### config.mk
export PLATFORM = sky130hd
export DESIGN_NAME = pipeline_ctrl_flat
export DESIGN_NICKNAME = d
export VERILOG_FILES = /design/src/rtl/pipeline_ctrl_pkg.sv /design/src/rtl/pipeline_ctrl_if.sv /design/src/rtl/pipeline_ctrl_hazard_detect.sv /design/src/rtl/pipeline_ctrl.sv /design/src/flat_wrapper.sv
export SDC_FILE = /design/constraint.sdc
export NUM_CORES = 1
export LEC_CHECK = 0
export CAP_MARGIN = 10
export CORE_ASPECT_RATIO = 0.7
export CORE_UTILIZATION = 43
export DETAILED_ROUTE_END_ITERATION = 8
export PLACE_DENSITY = 0.92
export SYNTH_ARGS = -nofsm -noshare
export SYNTH_HDL_FRONTEND = slang
export SYNTH_SLANG_ARGS = --single-unit
### constraint.sdc
create_clock -name CLK -period 4.3 [get_ports CLK]
set_clock_uncertainty 0.05 [all_clocks]
set_input_delay 0.86 -clock CLK [delete_from_list [all_inputs] [get_ports CLK]]
set_output_delay 0.86 -clock CLK [all_outputs]
set_load 0.1 [all_outputs]
### src/rtl/pipeline_ctrl_pkg.sv
// Shared types for the pipeline hazard/sequencing controller:
// FSM state encoding and the bundle of pipeline-register controls.
package pipeline_ctrl_pkg;

   localparam logic [1:0] ST_RUN    = 2'd0;
   localparam logic [1:0] ST_DRAIN  = 2'd1;
   localparam logic [1:0] ST_HALTED = 2'd2;

   typedef enum logic [1:0] {
      RUN    = ST_RUN,
      DRAIN  = ST_DRAIN,
      HALTED = ST_HALTED
   } pipe_state_t;

   typedef struct packed {
      logic pc_en;
      logic enable_if_id;
      logic flush_if_id;
      logic enable_id_ex;
      logic flush_id_ex;
      logic enable_ex_mem;
      logic flush_ex_mem;
      logic enable_mem_wb;
   } pipe_ctrl_t;

   // Everything advancing, nothing flushed.
   localparam pipe_ctrl_t CTRL_RUN = '{
      pc_en:         1'b1,
      enable_if_id:  1'b1,
      flush_if_id:   1'b0,
      enable_id_ex:  1'b1,
      flush_id_ex:   1'b0,
      enable_ex_mem: 1'b1,
      flush_ex_mem:  1'b0,
      enable_mem_wb: 1'b1
   };

   localparam pipe_ctrl_t CTRL_FREEZE = '0;

endpackage

### src/rtl/pipeline_ctrl_if.sv
// Hazard inputs and pipeline-register controls between the controller
// (master) and the datapath (slave).
interface pipeline_ctrl_if #(
   parameter int CNT_W = 16
) ();

   logic             ihit;
   logic             dhit;
   logic             dREN_EX_MEM;
   logic             dWEN_EX_MEM;
   logic             dREN_ID_EX;
   logic [4:0]       Rt_ID_EX;
   logic [4:0]       rs_IF_ID;
   logic [4:0]       rt_IF_ID;
   logic             jump_ID;
   logic             branch_taken_EX_MEM;
   logic             halt_ID_EX;
   logic             halt_MEM_WB;

   logic             pc_en;
   logic             enable_IF_ID;
   logic             flush_IF_ID;
   logic             enable_ID_EX;
   logic             flush_ID_EX;
   logic             enable_EX_MEM;
   logic             flush_EX_MEM;
   logic             enable_MEM_WB;
   logic             halted;
   logic [CNT_W-1:0] stall_cycles;

   modport master (
      input  ihit, dhit, dREN_EX_MEM, dWEN_EX_MEM, dREN_ID_EX, Rt_ID_EX,
             rs_IF_ID, rt_IF_ID, jump_ID, branch_taken_EX_MEM, halt_ID_EX,
             halt_MEM_WB,
      output pc_en, enable_IF_ID, flush_IF_ID, enable_ID_EX, flush_ID_EX,
             enable_EX_MEM, flush_EX_MEM, enable_MEM_WB, halted, stall_cycles
   );

   modport slave (
      output ihit, dhit, dREN_EX_MEM, dWEN_EX_MEM, dREN_ID_EX, Rt_ID_EX,
             rs_IF_ID, rt_IF_ID, jump_ID, branch_taken_EX_MEM, halt_ID_EX,
             halt_MEM_WB,
      input  pc_en, enable_IF_ID, flush_IF_ID, enable_ID_EX, flush_ID_EX,
             enable_EX_MEM, flush_EX_MEM, enable_MEM_WB, halted, stall_cycles
   );

endinterface

### src/rtl/pipeline_ctrl_hazard_detect.sv
// Load-use comparator: a load in EX whose destination feeds a source of
// the instruction in ID. Register 0 never creates a dependency.
module hazard_detect (
   input  logic       dren_id_ex,
   input  logic [4:0] rt_id_ex,
   input  logic [4:0] rs_if_id,
   input  logic [4:0] rt_if_id,
   output logic       load_use
);

   assign load_use = dren_id_ex && (rt_id_ex != 5'd0) &&
                     ((rt_id_ex == rs_if_id) || (rt_id_ex == rt_if_id));

endmodule

### src/rtl/pipeline_ctrl.sv
// Hazard/sequencing controller for the 5-stage pipeline: stall/flush
// priority mux, RUN/DRAIN/HALTED sequencing and a saturating stall counter.
module pipeline_ctrl
   import pipeline_ctrl_pkg::*;
#(
   parameter int CNT_W = 16
) (
   input  logic                CLK,
   input  logic                nRST,
   pipeline_ctrl_if.master     bus,
   output pipe_state_t         dbg_state
);

   pipe_state_t      state;
   pipe_state_t      state_next;
   pipe_ctrl_t       ctrl_raw;
   pipe_ctrl_t       ctrl;
   logic [CNT_W-1:0] cnt;
   logic             halted_q;
   logic             load_use;
   logic             mem_freeze;

   hazard_detect u_hazard_detect (
      .dren_id_ex (bus.dREN_ID_EX),
      .rt_id_ex   (bus.Rt_ID_EX),
      .rs_if_id   (bus.rs_IF_ID),
      .rt_if_id   (bus.rt_IF_ID),
      .load_use   (load_use)
   );

   assign mem_freeze = (bus.dREN_EX_MEM || bus.dWEN_EX_MEM) && !bus.dhit;

   always_comb begin
      ctrl_raw   = CTRL_RUN;
      state_next = state;
      case (state)
         RUN, DRAIN: begin
            if (mem_freeze) begin
               ctrl_raw = CTRL_FREEZE;
            end else if (bus.branch_taken_EX_MEM) begin
               ctrl_raw.flush_if_id  = 1'b1;
               ctrl_raw.flush_id_ex  = 1'b1;
               ctrl_raw.flush_ex_mem = 1'b1;
               // A halt seen while draining was on the wrong path.
               if (state == DRAIN) state_next = RUN;
            end else if (load_use) begin
               ctrl_raw.pc_en        = 1'b0;
               ctrl_raw.enable_if_id = 1'b0;
               ctrl_raw.flush_id_ex  = 1'b1;
            end else if (state == RUN && bus.jump_ID) begin
               ctrl_raw.flush_if_id = 1'b1;
            end else if (state == DRAIN || !bus.ihit) begin
               ctrl_raw.pc_en       = 1'b0;
               ctrl_raw.flush_if_id = 1'b1;
            end

            if (!mem_freeze) begin
               if (bus.halt_MEM_WB)
                  state_next = HALTED;
               else if (state == RUN && bus.halt_ID_EX && !bus.branch_taken_EX_MEM)
                  state_next = DRAIN;
            end
         end
         default: ctrl_raw = CTRL_FREEZE;
      endcase
   end

   assign ctrl = nRST ? ctrl_raw : CTRL_FREEZE;

   always_ff @(posedge CLK or negedge nRST) begin
      if (!nRST) begin
         state    <= RUN;
         halted_q <= 1'b0;
         cnt      <= '0;
      end else begin
         state    <= state_next;
         halted_q <= (state_next == HALTED);
         if (!ctrl.pc_en && state != HALTED && cnt != '1)
            cnt <= cnt + CNT_W'(1);
      end
   end

   assign bus.pc_en         = ctrl.pc_en;
   assign bus.enable_IF_ID  = ctrl.enable_if_id;
   assign bus.flush_IF_ID   = ctrl.flush_if_id;
   assign bus.enable_ID_EX  = ctrl.enable_id_ex;
   assign bus.flush_ID_EX   = ctrl.flush_id_ex;
   assign bus.enable_EX_MEM = ctrl.enable_ex_mem;
   assign bus.flush_EX_MEM  = ctrl.flush_ex_mem;
   assign bus.enable_MEM_WB = ctrl.enable_mem_wb;
   assign bus.halted        = halted_q;
   assign bus.stall_cycles  = cnt;
   assign dbg_state         = state;

endmodule

### src/flat_wrapper.sv
// flat-port wrapper written by rule: the top's interface ports become plain ports
module pipeline_ctrl_flat import pipeline_ctrl_pkg::*;
#(
   parameter int CNT_W = 16
)
  (CLK, nRST, dbg_state, bus_ihit, bus_dhit, bus_dREN_EX_MEM, bus_dWEN_EX_MEM, bus_dREN_ID_EX, bus_Rt_ID_EX, bus_rs_IF_ID, bus_rt_IF_ID, bus_jump_ID, bus_branch_taken_EX_MEM, bus_halt_ID_EX, bus_halt_MEM_WB, bus_pc_en, bus_enable_IF_ID, bus_flush_IF_ID, bus_enable_ID_EX, bus_flush_ID_EX, bus_enable_EX_MEM, bus_flush_EX_MEM, bus_enable_MEM_WB, bus_halted, bus_stall_cycles);
  pipeline_ctrl_if #(.CNT_W(CNT_W)) bus_i ();
  input  logic CLK;
  input  logic nRST;
  output pipe_state_t dbg_state;
  input wire logic [$bits(bus_i.ihit)-1:0] bus_ihit;
  input wire logic [$bits(bus_i.dhit)-1:0] bus_dhit;
  input wire logic [$bits(bus_i.dREN_EX_MEM)-1:0] bus_dREN_EX_MEM;
  input wire logic [$bits(bus_i.dWEN_EX_MEM)-1:0] bus_dWEN_EX_MEM;
  input wire logic [$bits(bus_i.dREN_ID_EX)-1:0] bus_dREN_ID_EX;
  input wire logic [$bits(bus_i.Rt_ID_EX)-1:0] bus_Rt_ID_EX;
  input wire logic [$bits(bus_i.rs_IF_ID)-1:0] bus_rs_IF_ID;
  input wire logic [$bits(bus_i.rt_IF_ID)-1:0] bus_rt_IF_ID;
  input wire logic [$bits(bus_i.jump_ID)-1:0] bus_jump_ID;
  input wire logic [$bits(bus_i.branch_taken_EX_MEM)-1:0] bus_branch_taken_EX_MEM;
  input wire logic [$bits(bus_i.halt_ID_EX)-1:0] bus_halt_ID_EX;
  input wire logic [$bits(bus_i.halt_MEM_WB)-1:0] bus_halt_MEM_WB;
  output wire logic [$bits(bus_i.pc_en)-1:0] bus_pc_en;
  output wire logic [$bits(bus_i.enable_IF_ID)-1:0] bus_enable_IF_ID;
  output wire logic [$bits(bus_i.flush_IF_ID)-1:0] bus_flush_IF_ID;
  output wire logic [$bits(bus_i.enable_ID_EX)-1:0] bus_enable_ID_EX;
  output wire logic [$bits(bus_i.flush_ID_EX)-1:0] bus_flush_ID_EX;
  output wire logic [$bits(bus_i.enable_EX_MEM)-1:0] bus_enable_EX_MEM;
  output wire logic [$bits(bus_i.flush_EX_MEM)-1:0] bus_flush_EX_MEM;
  output wire logic [$bits(bus_i.enable_MEM_WB)-1:0] bus_enable_MEM_WB;
  output wire logic [$bits(bus_i.halted)-1:0] bus_halted;
  output wire logic [$bits(bus_i.stall_cycles)-1:0] bus_stall_cycles;
  assign bus_i.ihit = bus_ihit;
  assign bus_i.dhit = bus_dhit;
  assign bus_i.dREN_EX_MEM = bus_dREN_EX_MEM;
  assign bus_i.dWEN_EX_MEM = bus_dWEN_EX_MEM;
  assign bus_i.dREN_ID_EX = bus_dREN_ID_EX;
  assign bus_i.Rt_ID_EX = bus_Rt_ID_EX;
  assign bus_i.rs_IF_ID = bus_rs_IF_ID;
  assign bus_i.rt_IF_ID = bus_rt_IF_ID;
  assign bus_i.jump_ID = bus_jump_ID;
  assign bus_i.branch_taken_EX_MEM = bus_branch_taken_EX_MEM;
  assign bus_i.halt_ID_EX = bus_halt_ID_EX;
  assign bus_i.halt_MEM_WB = bus_halt_MEM_WB;
  assign bus_pc_en = bus_i.pc_en;
  assign bus_enable_IF_ID = bus_i.enable_IF_ID;
  assign bus_flush_IF_ID = bus_i.flush_IF_ID;
  assign bus_enable_ID_EX = bus_i.enable_ID_EX;
  assign bus_flush_ID_EX = bus_i.flush_ID_EX;
  assign bus_enable_EX_MEM = bus_i.enable_EX_MEM;
  assign bus_flush_EX_MEM = bus_i.flush_EX_MEM;
  assign bus_enable_MEM_WB = bus_i.enable_MEM_WB;
  assign bus_halted = bus_i.halted;
  assign bus_stall_cycles = bus_i.stall_cycles;
  pipeline_ctrl #(.CNT_W(CNT_W)) u_core (.CLK(CLK), .nRST(nRST), .bus(bus_i), .dbg_state(dbg_state));
endmodule
**Yosys cells after proc, flatten, opt, wreduce, memory -nomap -nowiden**

Index checks and enable logic that the tools add are counted.

- Bits in registers: 19
- Output and inout port bits: 27
- Logic and storage cells: 53

- Add/subtract/negate cells: 1
- Equal/unequal tests: 6
- Mux-type cells: 25
- Reductions and logical operators: 18

Operators by type and width:

| kind | count |
|---|---|
| adder 16 x 1 -> 16 bit, second input constant | 1 |
| two-way mux 2 bit | 8 |
| two-way mux 8 bit | 2 |
| inequality test 16 bit, second input constant | 1 |
| two-way mux 1 bit | 14 |
| equality test 5 bit | 2 |
| logical AND 1 bit | 8 |
| nonzero test 5 bit | 1 |
| logical NOT 1 bit | 4 |
| logical OR 1 bit | 3 |
| two-way mux 3 bit | 1 |
| equality test 2 x 1 -> 1 bit, second input constant | 1 |
| equality test 2 bit, second input constant | 1 |
| logical NOT 2 bit | 1 |
| inequality test 2 bit, second input constant | 1 |
| OR reduction 2 bit | 1 |

**Longest topological paths before layout**

Gate-level depths: netlist of run 1.

- Word-level depth: 12
- Mapped depth: 8

**Modules after synthesis**

Synthesis of run 1 repeated with hierarchy kept, for this count alone.

- Cell total of the unflattened synthesis: 123
- Area total of the unflattened synthesis: 1178.6 µm²

By module, submodules not included:

| module | times used | cells each | area each (µm²) | seq. area each (µm²) |
|---|---|---|---|---|
| pipeline_ctrl | 1 | 106 | 1053.5 | 475.5 |
| hazard_detect | 1 | 17 | 125.1 | 0.0 |

**Worst setup path after synthesis of run 1**

No wires, ideal clock.

- Path kind: input to output
- Start: in bus_Rt_ID_EX[0]
- End: out bus_flush_IF_ID
- Arrival: 3.268 ns
- Path slack: 0.122 ns
- Cell stages on the path: 4
- Path buffers: 0
- Cells stage by stage: or4_1 > o21ai_2 > o311ai_4 > a31oi_1

- Longest elaborated chain between the ends: 8
- Elaborated cells on any way between the ends: 11

RTL lines:

| item | line | RTL |
|---|---|---|
| start, declared | flat_wrapper.sv:16 | `input wire logic [$bits(bus_i.Rt_ID_EX)-1:0] bus_Rt_ID_EX;` |
| equality test 5 bit / nonzero test 5 bit (equally long branches) | pipeline_ctrl_hazard_detect.sv:12, pipeline_ctrl_hazard_detect.sv:11 |  |
| logical OR 1 bit / logical AND 1 bit (equally long branches) | pipeline_ctrl_hazard_detect.sv:12, pipeline_ctrl_hazard_detect.sv:11 |  |
| logical AND 1 bit * | pipeline_ctrl_hazard_detect.sv:11 | `assign load_use = dren_id_ex && (rt_id_ex != 5'd0) &&` |
| two-way mux 1 bit * | pipeline_ctrl.sv:46 | `end else if (load_use) begin` |
| two-way mux 1 bit * | pipeline_ctrl.sv:40 | `end else if (bus.branch_taken_EX_MEM) begin` |
| two-way mux 3 bit * | pipeline_ctrl.sv:38 | `if (mem_freeze) begin` |
| two-way mux 8 bit * | pipeline_ctrl.sv:36 | `case (state)` |
| two-way mux 8 bit * | pipeline_ctrl.sv:68 | `assign ctrl = nRST ? ctrl_raw : CTRL_FREEZE;` |
| end, declared | flat_wrapper.sv:25 | `output wire logic [$bits(bus_i.flush_IF_ID)-1:0] bus_flush_IF_ID;` |

Every way passes the cells marked *; elsewhere a longest branch is shown, timed or not.

**Worst setup path in the final report of run 1**

Ends and elaborated chain as after synthesis.

==> results of run 1 <==
-- how the worst max path moves through the flow --
stage / start / endpoint / slack (ns) / cells past startpoint
2_1_floorplan: bus_Rt_ID_EX[0] / bus_flush_IF_ID / 0.12 / 4
3_3_place_gp: bus_Rt_ID_EX[0] / bus_flush_IF_ID / 0.70 / 6
3_5_place_dp: bus_Rt_ID_EX[0] / bus_flush_IF_ID / 0.64 / 6
4_1_cts: bus_Rt_ID_EX[0] / bus_flush_IF_ID / 0.63 / 6
5_1_grt: bus_Rt_ID_EX[3] / bus_flush_IF_ID / 0.58 / 6
6_report: bus_Rt_ID_EX[0] / bus_flush_IF_ID / 0.63 / 6
-- power breakdown --
| part | internal, mW | total, mW | switching (mW) |
|---|---|---|---|
| combinational | 0.0273 | 0.0478 | 0.0204 |
| clock | 0.0659 | 0.122 | 0.0562 |
| sequential | 0.179 | 0.179 | 0 |
-- flip-flops by register name, summed over array words and instances, names as in the netlist --
signal and flops:
u_core.bus.stall_cycles 16, u_core.dbg_state 2, u_core.bus.halted 1
-- kinds of logic (layout without fill, tap and decap cells) --
| family | count (synthesis) | in the layout | share of synthesized area |
|---|---|---|---|
| compound gates | 14 | 14 | 0.114 |
| fa+ha+maj | 1 | 1 | 0.0112 |
| mux | 2 | 2 | 0.0191 |
| flops | 19 | 19 | 0.427 |
| simple gates | 41 | 41 | 0.192 |
| buf+inv | 8 | 62 | 0.0404 |
| xor+xnor | 25 | 25 | 0.197 |
-- metrics by stage --
stage,util,std cells,instance area [um^2]
2_1_floorplan,-,110,1110
3_3_place_gp,0.707,194,1740
3_5_place_dp,0.707,194,1740
4_1_cts,0.725,198,1780
5_1_grt,0.725,198,1780
6_report,0.725,198,1780
-- layer usage --
| layer | wire, um | share of wire |
|---|---|---|
| met5 | 0 | 0 |
| met4 | 44 | 0.015 |
| met3 | 126 | 0.042 |
| met2 | 1570 | 0.52 |
| met1 | 1290 | 0.43 |
-- layout make-up --
class,count,area share
Multi-Input combinational cell,83,0.333
Clock buffer,4,0.0253
Timing Repair Buffer,53,0.341
Tap cell,34,0.0239
Sequential cell,19,0.267
Inverter,5,0.0105
-- worst reg2reg max path, delay by kind of cell, from the launching register on --
family	cells	cell delay [ns]
AOI/OAI and AO/OA	2	0.66
DFF	1	0.44
muxes	1	0.38
and+or+nand+nor	3	0.66
-- placed cells by master, fill, tap and decap left out, types with 2 or more instances in the layout --
cell type / Yosys / final
buf_12: 0 / 8
a21oi_1: 3 / 3
and3_1: 4 / 4
inv_1: 5 / 5
nand4_1: 3 / 3
xor2_1: 11 / 11
o21ai_2: 2 / 2
nor2_1: 10 / 10
clkdlybuf4s50_1: 0 / 44
xnor2_1: 14 / 14
clkbuf_8: 0 / 3
o21ai_0: 2 / 2
nand2_1: 7 / 7
or3_1: 2 / 2
nand3_1: 8 / 8
dfrtp_1: 19 / 19
nor3_2: 2 / 2
==> results.yml, run 1 <==
status:
  status: "finished clean"
placed_design:
  pre_cts_ws_ns: 0.643
  place_congestion: 0.821
  dp_hpwl_um: 2490
  portBuffers: 52
global_routing:
  grt-busiest-layer: "met2"
  grt_pass1_vias: 1002
  grt.total_usage: 0.241
  grt_pass1_wl_um: 4960
  met1_usage: 0.281
  grt.met3_usage: 0.0541
  grt_max_degree: 18
  met2_usage: 0.454
  globalRouteOverflowTotal: 0
  antenna_found_initial: 0
drt:
  wl_per_cell_um: 15.3
  drc: 0
  drtIter0Drc: 86
  vias: 1007
  dr.pass1.iters: 4
  ant_nets: 0
  wl_um: 3030
  via_per_inst: 5.09
clock_tree:
  cts_tree: "yes"
  cts_setup_buffers: 0
  cts_root_buffer: "clkbuf_8"
  cts-htree-levels: 1
  clk_latency_ns: 0.26
  cts_resized: 0
  holdBufCountCts: 0
  clock-sinks: 19
  cts_buffer_depth: 2
  clkTransAtPathRegs_ns: 0.07
  numCtsBuffers: 3
setup_path:
  arrival_ns: 2.76
  worst-path-buf-inv: 2
  crit_fanout: 5
  max_stage_delay_ns: 0.55
  cp-start-kind: "input port"
  path_class: "input port to output pin"
  cpLargestDelayFamily: "buffers and inverters"
  crit_chain: "clkdlybuf4s50_1 > or4_1 > o21ai_2 > o311ai_4 > a31oi_1 > buf_12"
  cp.required_ns: 3.39
  reg2reg_from: "u_core.bus.stall_cycles[8]"
  crit_path_end_kind: "output pin"
  cp_slowest_cell: "or4_1"
  rr_endpoint: "u_core.bus.stall_cycles[1]"
  r2r_slack_ns: 2.01
  reg2reg_depth: 6
synth:
  ys_seq_area_frac: 0.427
  netlist.area_leader.share: 0.427
  netlist-cell-type-count: 31
  yosys_warnings: 0
  synth-edff-count: 0
  ys_top_cells_by_count: "19 x dfrtp_1, 14 x xnor2_1, 11 x xor2_1"
  yosys-top-cells-area: "dfrtp_1 43%, xnor2_1 11%, xor2_1 8.7%, nand3_1 3.6%, nor2_1 3.4%"
  synth_seq_cells: 19
  syn_inst: 110
  synthMostInstantiatedCell: "dfrtp_1"
  synth_area_um2: 1110
  ys.flop_type: "dfrtp_1"
  synth_area_leader_cell: "dfrtp_1"
  synth.net_count: 137
  synthArstFlopShare: 1.00
  avgSynthCellArea_um2: 10.1
finish:
  antennaDiodeCount: 0
  regArea_um2: 475
  final_nets: 192
  drive_gt1_frac: 0.128
  multi_input_area_um2: 593
  area_delta_synth_final_pct: 60.1
  nFillCells: 169
min_path:
  min_path_type: "register to register"
  holdPathEnd: "u_core.bus.stall_cycles[5]"
  hp-start: "u_core.bus.stall_cycles[5]"
  hold_depth: 1
sta:
  tightest_slew_ns: 0.983
  clock.fmax_mhz: 273
  post-route-min-period_ns: 3.67
  worst_slack_ns: 0.633
  fin_tns_setup_ns: 0
  finalHoldWorstSlack_ns: 0.451
  slew_headroom: 0.343
  hold_violations: 0
  grt_setup_unrepaired: "no"
  period_share: 0.853
  slew_violations: 0
  setup_viol: 0
power_and_ir_drop:
  powerDensity_nw_per_um2: 195
  worst_ir_drop_vdd_mv: 0.149
  power.total_uw: 349
  p_leak_nw: 0.737
floorplan:
  die_area_um2: 2800
  coreArea_um2: 2460
  start_util: 0.453
  die_y_um: 44.6
  rows: 15
  die-width_um: 62.8
  top_level_ports: 53
job:
  max-cap-violations: 0
Power figures use the tool's default switching activity.
==> run 2, diff against run 1 <==
--- a/config.mk
+++ b/config.mk
@@ -7,9 +7,10 @@
 export LEC_CHECK = 0
 export CAP_MARGIN = 10
 export CORE_ASPECT_RATIO = 0.7
-export CORE_UTILIZATION = 43
+export CORE_MARGIN = 2
+export CORE_UTILIZATION = 40
 export DETAILED_ROUTE_END_ITERATION = 8
-export PLACE_DENSITY = 0.92
+export PLACE_DENSITY = 0.87
 export SYNTH_ARGS = -nofsm -noshare
 export SYNTH_HDL_FRONTEND = slang
 export SYNTH_SLANG_ARGS = --single-unit
==> constraint.sdc (replaced) <==
create_clock -name CLK -period 4 [get_ports CLK]
set_clock_uncertainty 0.05 [all_clocks]
set_input_delay 0.8 -clock CLK [delete_from_list [all_inputs] [get_ports CLK]]
set_output_delay 0.8 -clock CLK [all_outputs]
set_load 0.1 [all_outputs]
==> run 2 against run 1 <==
Against the previous run:
- critical path depth did not move
- sequential share of layout area fell by 0.093 points
- cell area rose by 0.35%
- combinational power rose by 11%
- register-to-register slack got worse by 0.31 ns
- worst hold slack improved by 0.0016 ns
- cell count did not move
- first-iteration DRC count fell by 52%
- via count rose by 2.3%
- non-clock buffer count did not move
- critical endpoint unchanged
- largest cell class unchanged
==> results.yml, run 2 (synthesis results as in run 1) <==
drt:
  dr.pass1.iters: 6
  via_per_inst: 5.20
  vias: 1030
  wl_um: 3310
  wl_met2_um: 1600
  wl_per_cell_um: 16.7
  m1WireLength_um: 1490
  dr_wl_met3_um: 182
  drtIter0Drc: 41
  top_layer_used: "met4"
  drc: 0
  ant_nets: 0
setup_path:
  arrival_ns: 2.70
  r2r_slack_ns: 1.70
  path_class: "input port to output pin"
  cp.required_ns: 3.15
  crit_path_end_kind: "output pin"
  crit_fanout: 5
  cp-start-kind: "input port"
power_and_ir_drop:
  internal-power_uw: 292
  combPwrFrac: 0.140
  pwr-share-clk: 0.354
  seq_power_share: 0.506
  p_leak_nw: 0.737
  p_sw_uw: 86.9
  switching_share: 0.229
  worst_ir_drop_vdd_mv: 0.130
  powerDensity_nw_per_um2: 212
job:
  max-cap-violations: 0
sta:
  slew_violations: 0
  grt_setup_unrepaired: "no"
  slew_headroom: 0.331
  setup_viol: 0
  period_share: 0.887
  hold_violations: 0
  tightest_slew_ns: 1.00
  fin_tns_setup_ns: 0
  post-route-min-period_ns: 3.55
  clock.fmax_mhz: 282
global_routing:
  grt_pass1_wl_um: 5310
  grt.total_usage: 0.232
  globalRouteOverflowTotal: 0
  grt_max_degree: 13
  antenna_found_initial: 0
  grt_pass1_vias: 1086
finish:
  stdcell_area_um2: 1790
  mostFrequentLayoutCells: "44 x clkdlybuf4s50_1, 19 x dfrtp_1, 14 x xnor2_1"
  final_nets: 192
  largest_register_ff_count: 16
  area_delta_synth_final_pct: 60.7
  nFillCells: 199
  drive_gt1_frac: 0.134
  antennaDiodeCount: 0
  final_common_cell: "clkdlybuf4s50_1"
clock_tree:
  clk_latency_ns: 0.26
  cts_tree: "yes"
  numCtsBuffers: 3
  cts-htree-levels: 1
  cts_root_buffer: "clkbuf_8"
  cts_setup_buffers: 0
  clock-sinks: 19
  cts_resized: 0
  holdBufCountCts: 0
  cts_buffer_depth: 2
  clkTransAtPathRegs_ns: 0.07
placed_design:
  placed_cell_area_um2: 1740
  dp_hpwl_um: 2740
  place_congestion: 0.873
  portBuffers: 52
floorplan:
  top_level_ports: 53
  coreArea_um2: 2550
  die-width_um: 67.1
  die_area_um2: 3230
  start_util: 0.436
  rows: 15
  die_y_um: 48.1
status:
  status: "finished clean"
min_path:
  min_path_type: "register to register"
-- run 2: cell types whose count changed in the layout (fill, tap and decap cells not counted) --
cell and change:
a31oi_1 -1, a31oi_2 +1
-- run 2: power by group through the flow --
| stage | combinational [mW] | clock [mW] | sequential (mW) |
|---|---|---|---|
| 6_report | 0.0531 | 0.134 | 0.192 |
| 5_1_grt | 0.0574 | 0.143 | 0.192 |
| 4_1_cts | 0.0533 | 0.136 | 0.192 |
| 3_5_place_dp | 0.0531 | 0 | 0.196 |
| 3_3_place_gp | 0.0503 | 0 | 0.196 |
| 2_1_floorplan | 0.0147 | 0 | 0.196 |
-- run 2: metal layers --
metal | up-vias | global-route usage
met4 | 0 | 0.0327
met3 | 4 | 0.0624
met1 | 506 | 0.287
li1 | 485 | -
met2 | 35 | 0.428
met5 | - | 0
-- run 2: per-stage QoR --
step | setup slack (ns) | std cells | hold slack [ns] | util | power, mW
after floorplan | 0.205 | 110 | 0.454 | - | 0.210
after global placement | 0.563 | 194 | 0.429 | 0.683 | 0.246
after detailed placement | 0.473 | 194 | 0.443 | 0.683 | 0.249
after CTS | 0.473 | 198 | 0.452 | 0.701 | 0.381
after global routing | 0.404 | 198 | 0.468 | 0.701 | 0.392
final | 0.452 | 198 | 0.453 | 0.701 | 0.379
-- run 2: path summary, 6_finish.rpt --
path	start	end	depth (start not counted)
worst max-delay path	bus_Rt_ID_EX[0]	bus_flush_IF_ID	6
worst min register to register	u_core.bus.stall_cycles[12]	u_core.bus.stall_cycles[12]	1
worst min-delay path	u_core.bus.stall_cycles[12]	u_core.bus.stall_cycles[12]	1
min in group asynchronous	nRST	u_core.bus.stall_cycles[12]	1
max in group asynchronous	nRST	u_core.bus.stall_cycles[2]	2
worst max register to register	u_core.bus.stall_cycles[8]	u_core.bus.stall_cycles[1]	6
-- run 2: cell type report --
type / instances / area (um^2) / share of cell area
Sequential cell: 19 / 475 / 0.266
Multi-Input combinational cell: 83 / 599 / 0.335
Tap cell: 34 / 42.5 / 0.0238
Inverter: 5 / 18.8 / 0.0105
Timing Repair Buffer: 53 / 608 / 0.340
Clock buffer: 4 / 45.0 / 0.0252
-- run 2: worst max-delay path, stage by stage --
cell and delay, ns:
clkdlybuf4s50_1 0.48, or4_1 0.60, o21ai_2 0.22, o311ai_4 0.14
a31oi_2 0.25, buf_12 0.20
==> run 3, diff against run 2 <==
--- a/config.mk
+++ b/config.mk
@@ -9,6 +9,7 @@
 export CORE_ASPECT_RATIO = 0.7
 export CORE_MARGIN = 2
 export CORE_UTILIZATION = 40
+export CTS_BUF_LIST = sky130_fd_sc_hd__clkbuf_8 sky130_fd_sc_hd__clkbuf_16
 export DETAILED_ROUTE_END_ITERATION = 8
 export PLACE_DENSITY = 0.87
 export SYNTH_ARGS = -nofsm -noshare
==> constraint.sdc (replaced) <==
create_clock -name CLK -period 4.05 [get_ports CLK]
set_clock_uncertainty 0.05 [all_clocks]
set_input_delay 0.81 -clock CLK [delete_from_list [all_inputs] [get_ports CLK]]
set_output_delay 0.81 -clock CLK [all_outputs]
set_load 0.1 [all_outputs]
==> run 3 against run 2 <==
Against the previous run:
- combinational power shrank 2%
- core utilization grew 0.29 points
- sequential share of layout area shrank 0.11 points
- cell area grew 0.42%
- highest routed layer unchanged
==> results.yml, run 3 (synthesis results as in run 1) <==
sta:
  tightest_slew_ns: 0.981
  post-route-min-period_ns: 3.54
  setup_viol: 0
  period_share: 0.875
  slew_violations: 0
  slew_headroom: 0.344
  clock.fmax_mhz: 282
  hold_violations: 0
  grt_setup_unrepaired: "no"
  fin_tns_setup_ns: 0
setup_path:
  cp-start-kind: "input port"
  crit_path_end_kind: "output pin"
  reg2reg_depth: 6
  crit_fanout: 5
  arrival_ns: 2.68
  path_class: "input port to output pin"
  cp.required_ns: 3.19
power_and_ir_drop:
  worst_ir_drop_vdd_mv: 0.136
  internal-power_uw: 287
  combPwrFrac: 0.143
  p_leak_nw: 0.746
  p_sw_uw: 79.5
  pwr-share-clk: 0.339
  power.total_uw: 366
  seq_power_share: 0.518
  powerDensity_nw_per_um2: 204
  switching_share: 0.217
clock_tree:
  clk_latency_ns: 0.25
  clock-sinks: 19
  cts_resized: 0
  holdBufCountCts: 0
  cts-htree-levels: 1
  numCtsBuffers: 3
  cts_root_buffer: "clkbuf_8"
  cts_setup_buffers: 0
  clkTransAtPathRegs_ns: 0.06
  cts_buffer_depth: 2
  cts_tree: "yes"
floorplan:
  top_level_ports: 53
  rows: 15
  die_area_um2: 3230
  start_util: 0.436
  die_y_um: 48.1
  coreArea_um2: 2550
  die-width_um: 67.1
finish:
  mostFrequentLayoutCells: "44 x clkdlybuf4s50_1, 19 x dfrtp_1, 14 x xnor2_1"
  largest_register_ff_count: 16
  antennaDiodeCount: 0
  final_common_cell: "clkdlybuf4s50_1"
  final_nets: 193
  area_delta_synth_final_pct: 61.3
  drive_gt1_frac: 0.139
  stdcell_area_um2: 1800
placed_design:
  placed_cell_area_um2: 1750
  portBuffers: 52
  dp_hpwl_um: 2620
  place_congestion: 0.979
drt:
  dr.pass1.iters: 4
  vias: 989
  via_per_inst: 4.97
  drc: 0
  drtIter0Drc: 50
  wl_per_cell_um: 15.7
  ant_nets: 0
  wl_um: 3120
min_path:
  min_path_type: "register to register"
  hold_depth: 1
global_routing:
  grt_max_degree: 13
  grt_pass1_vias: 1023
  grt.total_usage: 0.217
  antenna_found_initial: 0
  grt_pass1_wl_um: 4980
  globalRouteOverflowTotal: 0
job:
  max-cap-violations: 0
status:
  status: "finished clean"
-- run 3: worst paths after layout --
path / endpoint / from / slack (ns)
hold reg to reg: u_core.bus.stall_cycles[14] / u_core.bus.stall_cycles[14] / 0.45
setup reg to reg: u_core.bus.stall_cycles[1] / u_core.bus.stall_cycles[7] / 1.80
hold / removal: u_core.bus.stall_cycles[14] / u_core.bus.stall_cycles[14] / 0.45
min in group asynchronous: u_core.bus.stall_cycles[14] / nRST / 0.83
setup / recovery: bus_flush_IF_ID / bus_Rt_ID_EX[0] / 0.51
max in group asynchronous: u_core.bus.stall_cycles[4] / nRST / 2.94
-- run 3: routing by layer --
layer,track usage,vias to the layer above,wire (um)
li1,-,484,-
met1,0.271,471,1430
met2,0.396,30,1510
met3,0.0508,4,139
met4,0.0490,0,34
met5,0,-,0
-- run 3: cell type report --
class,count,area [um^2]
fill,196,756
timing repair buffer,54,616
multi-input combinational,83,599
sequential,19,475
tap,34,42.5
clock buffer,3,41.3
inverter,5,18.8
clock inverter,1,3.75
-- run 3: metrics by stage --
| step | hold WS [ns] | setup WS, ns | instances | utilization |
|---|---|---|---|---|
| global route | 0.484 | 0.436 | 199 | 0.704 |
| global placement | 0.432 | 0.599 | 195 | 0.686 |
| detailed placement | 0.446 | 0.531 | 195 | 0.686 |
| finish | 0.453 | 0.505 | 199 | 0.704 |
| floorplan | 0.464 | 0.235 | 110 | - |
| CTS | 0.454 | 0.511 | 199 | 0.704 |
-- run 3: worst max-delay path: stages --
cell	delay (ns)
clkdlybuf4s50_1	0.48
or4_1	0.56
o21ai_2	0.22
o311ai_4	0.15
a31oi_2	0.26
buf_12	0.20
-- run 3: power by group through the flow --
stage	registers, mW	logic [mW]	clock network, mW
6_report	0.190	0.0522	0.124
5_1_grt	0.189	0.0570	0.139
4_1_cts	0.190	0.0523	0.127
3_5_place_dp	0.193	0.0521	0
3_3_place_gp	0.193	0.0505	0
2_1_floorplan	0.193	0.0145	0
